==> src/rtl/mutex_arbiter_pkg.sv <==
// Shared types and constants for the mutex arbiter: FSM states, mutex slave
// register addresses and the owner/value field widths of the mutex word.
package mutex_arbiter_pkg;

    typedef enum logic [2:0] {
        IDLE    = 3'd0,
        ACQ_WR  = 3'd1,
        ACQ_RD  = 3'd2,
        OWNED   = 3'd3,
        REL_WR  = 3'd4,
        BACKOFF = 3'd5
    } state_t;

    localparam logic MUTEX_ADDR_VALUE = 1'b0;
    localparam logic MUTEX_ADDR_RESET = 1'b1;

    localparam int OWNER_W = 16;
    localparam int VALUE_W = 16;

endpackage

==> src/rtl/mutex_arbiter_rr_picker.sv <==
// Combinational round-robin picker: the requester at ptr has top priority and
// the search wraps from N-1 back to 0.
module rr_picker #(
    parameter int N     = 5,
    parameter int IDX_W = 3
) (
    input  logic [N-1:0]     req,
    input  logic [IDX_W-1:0] ptr,
    output logic [N-1:0]     sel,
    output logic [IDX_W-1:0] idx,
    output logic             valid
);

    int               cand;
    logic [IDX_W-1:0] cand_idx;

    always_comb begin
        idx      = '0;
        valid    = 1'b0;
        cand     = 0;
        cand_idx = '0;
        for (int off = 0; off < N; off++) begin
            cand = int'(ptr) + off;
            if (cand >= N) cand = cand - N;
            cand_idx = IDX_W'(cand);
            if (!valid && req[cand_idx]) begin
                valid = 1'b1;
                idx   = cand_idx;
            end
        end
        sel = valid ? (N'(1) << idx) : '0;
    end

endmodule

==> src/rtl/mutex_arbiter.sv <==
// Arbitrates local requesters for a single hardware mutex: the winner's owner
// ID is written, read back to confirm ownership, and released by a value-0 write.
module mutex_arbiter
    import mutex_arbiter_pkg::*;
#(
    parameter int                 NUM_REQ        = 5,
    parameter logic [OWNER_W-1:0] OWNER_BASE     = 16'h0001,
    parameter logic [VALUE_W-1:0] LOCK_VALUE     = 16'h0001,
    parameter int                 BACKOFF_CYCLES = 8
) (
    input  logic               clk,
    input  logic               reset_n,
    input  logic [NUM_REQ-1:0] req,
    input  logic [NUM_REQ-1:0] rel,
    output logic [NUM_REQ-1:0] gnt,
    output logic               busy,
    output logic               m_address,
    output logic               m_chipselect,
    output logic               m_write,
    output logic               m_read,
    output logic [31:0]        m_writedata,
    input  logic [31:0]        m_readdata
);

    localparam int         IDX_W        = (NUM_REQ > 1) ? $clog2(NUM_REQ) : 1;
    localparam logic [7:0] BACKOFF_LOAD = 8'(BACKOFF_CYCLES);

    state_t               state_q, state_d;
    logic [IDX_W-1:0]     ptr_q, ptr_d;
    logic [IDX_W-1:0]     cur_q, cur_d;
    logic [NUM_REQ-1:0]   cur_oh_q, cur_oh_d;
    logic [7:0]           cnt_q, cnt_d;

    logic [NUM_REQ-1:0]   pick_sel;
    logic [IDX_W-1:0]     pick_idx;
    logic                 pick_valid;
    logic [OWNER_W-1:0]   owner_id;
    logic [31:0]          lock_word;
    logic [IDX_W-1:0]     next_ptr;

    rr_picker #(
        .N     (NUM_REQ),
        .IDX_W (IDX_W)
    ) u_picker (
        .req   (req),
        .ptr   (ptr_q),
        .sel   (pick_sel),
        .idx   (pick_idx),
        .valid (pick_valid)
    );

    assign owner_id  = OWNER_BASE + OWNER_W'(cur_q);
    assign lock_word = {owner_id, LOCK_VALUE};
    assign next_ptr  = (cur_q == IDX_W'(NUM_REQ - 1)) ? '0 : cur_q + 1'b1;

    always_ff @(posedge clk or negedge reset_n) begin
        if (!reset_n) begin
            state_q  <= IDLE;
            ptr_q    <= '0;
            cur_q    <= '0;
            cur_oh_q <= '0;
            cnt_q    <= '0;
        end else begin
            state_q  <= state_d;
            ptr_q    <= ptr_d;
            cur_q    <= cur_d;
            cur_oh_q <= cur_oh_d;
            cnt_q    <= cnt_d;
        end
    end

    // Only rel of the current owner matters; req changes are ignored outside IDLE/BACKOFF.
    always_comb begin
        state_d  = state_q;
        ptr_d    = ptr_q;
        cur_d    = cur_q;
        cur_oh_d = cur_oh_q;
        cnt_d    = cnt_q;
        unique case (state_q)
            IDLE: begin
                if (pick_valid) begin
                    cur_d    = pick_idx;
                    cur_oh_d = pick_sel;
                    state_d  = ACQ_WR;
                end
            end
            ACQ_WR: state_d = ACQ_RD;
            ACQ_RD: begin
                if (m_readdata == lock_word) begin
                    state_d = OWNED;
                end else begin
                    cnt_d   = BACKOFF_LOAD;
                    state_d = BACKOFF;
                end
            end
            OWNED: begin
                if (|(rel & cur_oh_q)) state_d = REL_WR;
            end
            REL_WR: begin
                ptr_d   = next_ptr;
                state_d = IDLE;
            end
            BACKOFF: begin
                cnt_d = (cnt_q == 8'd0) ? 8'd0 : cnt_q - 8'd1;
                if (!req[cur_q] || cnt_q <= 8'd1) begin
                    cnt_d   = 8'd0;
                    state_d = IDLE;
                end
            end
            default: state_d = IDLE;
        endcase
    end

    always_comb begin
        gnt          = '0;
        busy         = (state_q != IDLE);
        m_address    = MUTEX_ADDR_VALUE;
        m_chipselect = 1'b0;
        m_write      = 1'b0;
        m_read       = 1'b0;
        m_writedata  = '0;
        unique case (state_q)
            ACQ_WR: begin
                m_chipselect = 1'b1;
                m_write      = 1'b1;
                m_writedata  = lock_word;
            end
            ACQ_RD: begin
                m_chipselect = 1'b1;
                m_read       = 1'b1;
            end
            OWNED: gnt = cur_oh_q;
            REL_WR: begin
                m_chipselect = 1'b1;
                m_write      = 1'b1;
                m_writedata  = {owner_id, VALUE_W'(0)};
            end
            default: ;
        endcase
    end

endmodule
==> config.mk <==
export PLATFORM = sky130hd
export DESIGN_NAME = mutex_arbiter
export DESIGN_NICKNAME = d
export VERILOG_FILES = /design/src/rtl/mutex_arbiter_pkg.sv /design/src/rtl/mutex_arbiter_rr_picker.sv /design/src/rtl/mutex_arbiter.sv
export SDC_FILE = /design/constraint.sdc
export NUM_CORES = 1
export LEC_CHECK = 0
export CORE_MARGIN = 1.5
export CORE_UTILIZATION = 48
export DETAILED_ROUTE_END_ITERATION = 16
export HOLD_SLACK_MARGIN = 0.02
export PLACE_DENSITY = 0.89
export SYNTH_ARGS = -nofsm -noshare
export SYNTH_HDL_FRONTEND = slang
export SYNTH_SLANG_ARGS = --single-unit
==> constraint.sdc <==
create_clock -name clk -period 3.7 [get_ports clk]
set_input_delay 1.11 -clock clk [delete_from_list [all_inputs] [get_ports clk]]
set_output_delay 1.11 -clock clk [all_outputs]
set_load 0.02 [all_outputs]
Word-level counts from Yosys, hierarchy flattened
Index checks and enable logic that the tools add are counted.
{"block": "classes", "addsub": 12, "multipliers": 0, "div_mod_pow": 0, "magnitude_cmp": 12, "eq_ne": 11, "shift": 1, "mux": 42, "n_bitwise": 1, "n_reduce_logical": 20}
{"op": "$mux 3", "n": 15}
{"op": "$pmux 20 s2", "n": 1}
{"op": "$eq 32x20->1", "n": 1}
{"op": "$lt 3x4->1 const B", "n": 6}
{"op": "$mux 8", "n": 3}
{"op": "$bmux 1 s3", "n": 6}
{"op": "$ge 4x3->1 const B", "n": 4}
{"op": "$pmux 8 s2", "n": 1}
{"op": "$pmux 3 s5", "n": 1}
{"op": "$sub 3x3->3 const B", "n": 5}
{"op": "$mux 1", "n": 14}
{"op": "$eq 3x3->1 const B", "n": 3}
{"op": "$add 3x2->4 const B", "n": 2}
{"op": "$le 8x1->1 const B", "n": 1}
{"op": "$logic_not 8->1", "n": 1}
{"op": "$ne 2x2->1 const B", "n": 4}
{"op": "$sub 8x1->8 const B", "n": 1}
{"op": "$eq 3x2->1 const B", "n": 2}
{"op": "$and 5x5->5", "n": 1}
{"op": "$logic_not 1->1", "n": 5}
{"op": "$mux 5", "n": 1}
{"op": "$reduce_or 5->1", "n": 1}
{"op": "$shl 1x3->5 const A", "n": 1}
{"op": "$add 1x3->4 const A", "n": 1}
{"op": "other kinds (14)", "n": 18}
{"block": "totals", "ff_bits": 22, "latch_bits": 0, "mem_bits_rw": 0, "romBits": 0, "input_bits": 44, "out_inout_bits": 42, "word_cells": 104, "mem_count": 0}

Depth between registers and ports, before layout
{"block": "logic_depth", "ltp_word": 19, "ltp_mapped": 13, "mapped_depth_nobuf": 12}

By module
From an unflattened synthesis, not the netlist that was laid out.
{"block": "hier_totals", "cells_unflattened": 328, "area_unflattened_um2": 2813.9}
{"module": "mutex_arbiter", "n_inst": 1, "cells_each": 179, "area_per_inst_um2": 1619.1, "seq_area_each_um2": 550.5}
{"module": "rr_picker", "n_inst": 1, "cells_each": 149, "area_per_inst_um2": 1194.9, "seq_area_each_um2": 0.0}

Worst setup path after synthesis
No wires, ideal clock.
{"block": "synth_timing", "kind": "reg2reg", "startpoint": "register ptr_q[1]", "endpoint": "register cur_oh_q[0]", "setup_time_ns": 0.110, "arrival_ns": 3.021, "t_required_ns": 3.590, "path_slack_ns": 0.569, "stages_incl_launch_ff": 13, "path_buffers": 2, "period_less_slack_ns": 3.131, "cell_sequence": "dfrtp_1 buf_2 inv_1 ha_1 ha_1 buf_2 a21o_1 or3_1 a32o_1 nor4_2 o31ai_1 a31o_1 o41ai_1"}
{"block": "synth_via", "elab_chain_cells": 18, "word_cells_on_any_way": 49, "classes_between": "9 x add/sub; 5 x order compare; 1 x shift; 25 x mux; 9 x reduce/logical"}
{"element": "start, declared", "line": "mutex_arbiter.sv:29", "source": "logic [IDX_W-1:0] ptr_q, ptr_d;"}
{"element": "start signal, assigned", "line": "mutex_arbiter.sv:65", "source": "ptr_q <= ptr_d;"}
{"element": "branches (longest 18 deep; another with $add 3x1->4)"}
{"element": "end signal, assigned", "line": "mutex_arbiter.sv:67", "source": "cur_oh_q <= cur_oh_d;"}
{"element": "end, declared", "line": "mutex_arbiter.sv:31", "source": "logic [NUM_REQ-1:0] cur_oh_q, cur_oh_d;"}
Parallel ways; which one is timed is not known. The select of a mux whose other input is x is not followed.
A chain may end at the register's enable or synchronous reset.

Worst setup path in the final report
{"block": "layout_timing", "startpoint": "register state_q[0]", "endpoint": "output port m_writedata[19]"}
{"block": "layout_via", "elab_chain_cells": 2, "word_cells_on_any_way": 3, "classes_between": "2 x eq/ne; 1 x mux"}
{"element": "start, declared", "line": "mutex_arbiter.sv:28", "source": "state_t state_q, state_d;"}
{"element": "start signal, assigned", "line": "mutex_arbiter.sv:64", "source": "state_q <= state_d;"}
{"element": "$eq 3x3->1 / $eq 3x1->1 (equally long branches)", "line": "mutex_arbiter.sv:122", "source": "unique case (state_q)"}
{"element": "$pmux 20 s2 (*)", "line": "mutex_arbiter.sv:122"}
{"element": "end, declared", "line": "mutex_arbiter.sv:21", "source": "output logic [31:0] m_writedata,"}
Mark *: on every way between the ends. The rest lies on a longest branch, timed or not.

==> out/qor.yml <==
status:
  status: "finished, final reports clean"
synth:
  syn_inst: 349
  synth_edf_count: 0
  muxShareOfSynthArea_pct: 4.641
  yosysUniqueCellTypes: 69
  synth-main-ff-cell: "dfrtp_1"
  syn_area_um2: 2750
  synthSimpleGateAreaFrac_pct: 25.20
  yosysSeqAreaShare_pct: 20.02
  synth_top_family_by_area: "compound AO/OA/AOI/OAI gates"
  yosysWarnings: 0
  synthAdderAreaFrac_pct: 6.642
  synth-xor-area-share_pct: 2.866
  synthArstFlopShare_pct: 100.0
  synthesis.area_per_instance_um2: 7.880
  synth_compound_area_share_pct: 27.75
  ys_ff_latch: 22
cts:
  cts-buffers-inserted: 3
  cts_max_level: 1
  clockBufferDepth: 2
  cts_resized: 0
  cts_setup_buffers: 0
  cts_tree: "done"
  insertion_delay_ns: 0.26
  path_clk_slew_ns: 0.08
  cts_root_buf: "clkbuf_8"
  cts_sinks: 22
  cts.hold.buffers_added: 0
grt:
  track_usage_pct: 23.06
  grt_max_degree: 24
  grt_pass1_wl_um: 11660
  grt_overflow: 0
  grt_pass1_vias: 2603
  antenna_found_initial: 0
floorplanning:
  rows: 27
  core_area_um2: 5507
  start_util_pct: 49.94
  die_w_um: 78.70
  ios: 86
  dieArea_um2: 6193
  die_h_um: 78.70
detailed_routing:
  drt_iter0_drc: 256
  drc: 0
  wire_per_inst_um: 14.68
  postRouteAntennaNets: 0
  drt_wl_total_um: 6975
  dr.pass1.iters: 4
  vias_per_cell: 5.806
  vias: 2758
place:
  post-place-ws_ns: 0.1625
  dp_hpwl_um: 5475
  gp_congestion: 0.8829
  numPortBuffers: 57
sta:
  maxSlewViolCount: 0
  tns_ns: 0
  slew_headroom_pct: 35.27
  hold_viol: 0
  setup-violations-final: 0
  worst_slack_ns: 0.3393
  grt_setup_unrepaired: "false"
  skew_ns: 0.002472
  tightestPinTransition_ns: 0.9679
  period_needed_ns: 3.361
  fin_crit_sh_pct: 90.83
  clock.fmax_mhz: 297.6
pwr:
  powerDensity_nw_per_um2: 1029
  vdd_drop_max_v: 0.0005096
  p_leak_nw: 1.393
cells_and_area:
  n_antenna_cell: 0
  ff_latch_area_um2: 550.5
  fillers: 475
  drive_gt1_share_pct: 7.444
  multi_input_area_um2: 1951
  final_nets: 462
  syn2layout_area_growth_pct: 22.34
hold_path:
  min_path_type: "reg -> reg"
setup_path:
  worstSetupPathType: "reg -> out"
  cp.arrival_ns: 2.25
  critical_path.endpoint_type: "output pin"
  path_cells: "inv_1 -> nor3_1 -> a21oi_1 -> nor3_1 -> clkdlybuf4s50_1"
  max_stage_delay_ns: 0.66
  critPathSlowestCell: "clkdlybuf4s50_1"
  cp_max_fo: 8
  crit_top_cell: "nor3_1"
  crit_path_start_kind: "flip-flop"
  worstPathRequired_ns: 2.59
job:
  drv_cap: 0
[layer usage]
layer / share of wire (%) / global-route usage [%] / up-vias
li1: - / - / 1342
met1: 42 / 29.48 / 1298
met2: 50 / 40.09 / 110
met3: 7.2 / 3.333 / 8
met4: 0.93 / 6.964 / 0
met5: 0 / 0 / -
[cell usage in the layout (no fill, tap or decap), drive strengths merged, types with 3 or more instances in the layout]
cell           count
a211oi             7
a21o               3
a21oi             17
a31o               3
a31oi              7
and2               7
and3               3
buf               10
clkbuf             3
clkdlybuf4s50     57
conb              28
dfrtp             22
ha                13
inv               15
mux2               4
mux2i              6
nand2             27
nand2b            15
nand3              8
nand4              6
nor2              22
nor2b              8
nor3               9
nor3b              3
nor4               9
nor4b              3
o21ai             23
o31ai              9
o32a               3
o41ai              3
or3                5
xnor2              6
xor2               3
[synthesized netlist by cell type (5+ instances only)]
cell      count  area (um^2)
buf_4        30        225.2
nand2_1      26        97.59
dfrtp_1      22        550.5
nor2_1       21        78.83
a21oi_1      17        85.08
o21ai_0      16        80.08
inv_1        14        52.55
nand2b_1     14        87.58
ha_1         13        162.7
nor3_1        9        45.04
o31ai_1       9        67.56
nand3_1       8        40.04
nor2b_1       8        50.05
and2_1        7        43.79
buf_2         7        35.03
nor4_1        7        43.79
a211oi_1      6        45.04
a31oi_1       6        37.54
clkbuf_1      6        22.52
mux2i_1       6        60.06
nand4_1       6        37.54
o21ai_1       6        30.03
xnor2_1       6        52.55
or3_1         5        31.28
[where the power goes]
group	internal, mW	switching (mW)
clock network	0.144	0.0757
registers	0.333	0.118
logic	1.16	1.63
total	1.64	1.82
[per-stage QoR]
step	hold slack (ns)	area, um^2	std cells	total power [mW]	utilization [%]
floorplan	0.4410	2851	376	2.557	-
global placement	0.4631	3293	471	3.125	59.80
detailed placement	0.4866	3293	471	3.176	59.80
CTS	0.5021	3364	475	3.426	61.10
global route	0.5304	3364	475	3.764	61.10
finish	0.4934	3364	475	3.462	61.10
[registers in the layout (all words and copies together) (netlist names)]
name and count:
cnt_q 8, cur_oh_q 5, cur_q 3, ptr_q 3, state_q 3
[cell families (layout without fill, tap and decap cells)]
family,Yosys count,count (layout)
AO/OA/AOI/OAI,105,105
XOR/XNOR,9,9
adder cells (fa/ha/maj),14,14
buffers and inverters,59,86
flip-flops,22,22
multiplexers,11,11
other,1,28
AND/OR/NAND/NOR,128,128
[worst max-delay path, delay by kind of cell, from the launching register on]
kind,cells,cell delay [ns]
flip-flops,1,0.47
AO/OA/AOI/OAI,1,0.18
AND/OR/NAND/NOR,2,0.58
buffers and inverters,2,0.77
[worst paths after layout]
| kind | from | endpoint | slack, ns | cells past startpoint |
|---|---|---|---|---|
| max | state_q[0]$_DFFE_PN0P_ | m_writedata[19] | 0.34 | 5 |
| min | cnt_q[4]$_DFFE_PN0P_ | cnt_q[4]$_DFFE_PN0P_ | 0.49 | 1 |
| max reg2reg | ptr_q[0]$_DFFE_PN0N_ | cur_oh_q[1]$_DFFE_PN0P_ | 0.36 | 11 |
| min reg2reg | cnt_q[4]$_DFFE_PN0P_ | cnt_q[4]$_DFFE_PN0P_ | 0.49 | 1 |
| max in group asynchronous | reset_n | ptr_q[2]$_DFFE_PN0N_ | 1.73 | 1 |
| min in group asynchronous | reset_n | cnt_q[0]$_DFFE_PN0P_ | 1.38 | 1 |
[cell type report]
class                   instances  share of cell area (%)
repair buffers                 67                   19.19
well taps                      72                   2.678
inverters                      15                   1.673
clock inverters                 1                  0.8925
multi-input cells             295                   57.98
clock buffers                   3                   1.227
flip-flops and latches         22                   16.36
No activity file was read; power rests on OpenSTA's default activity.
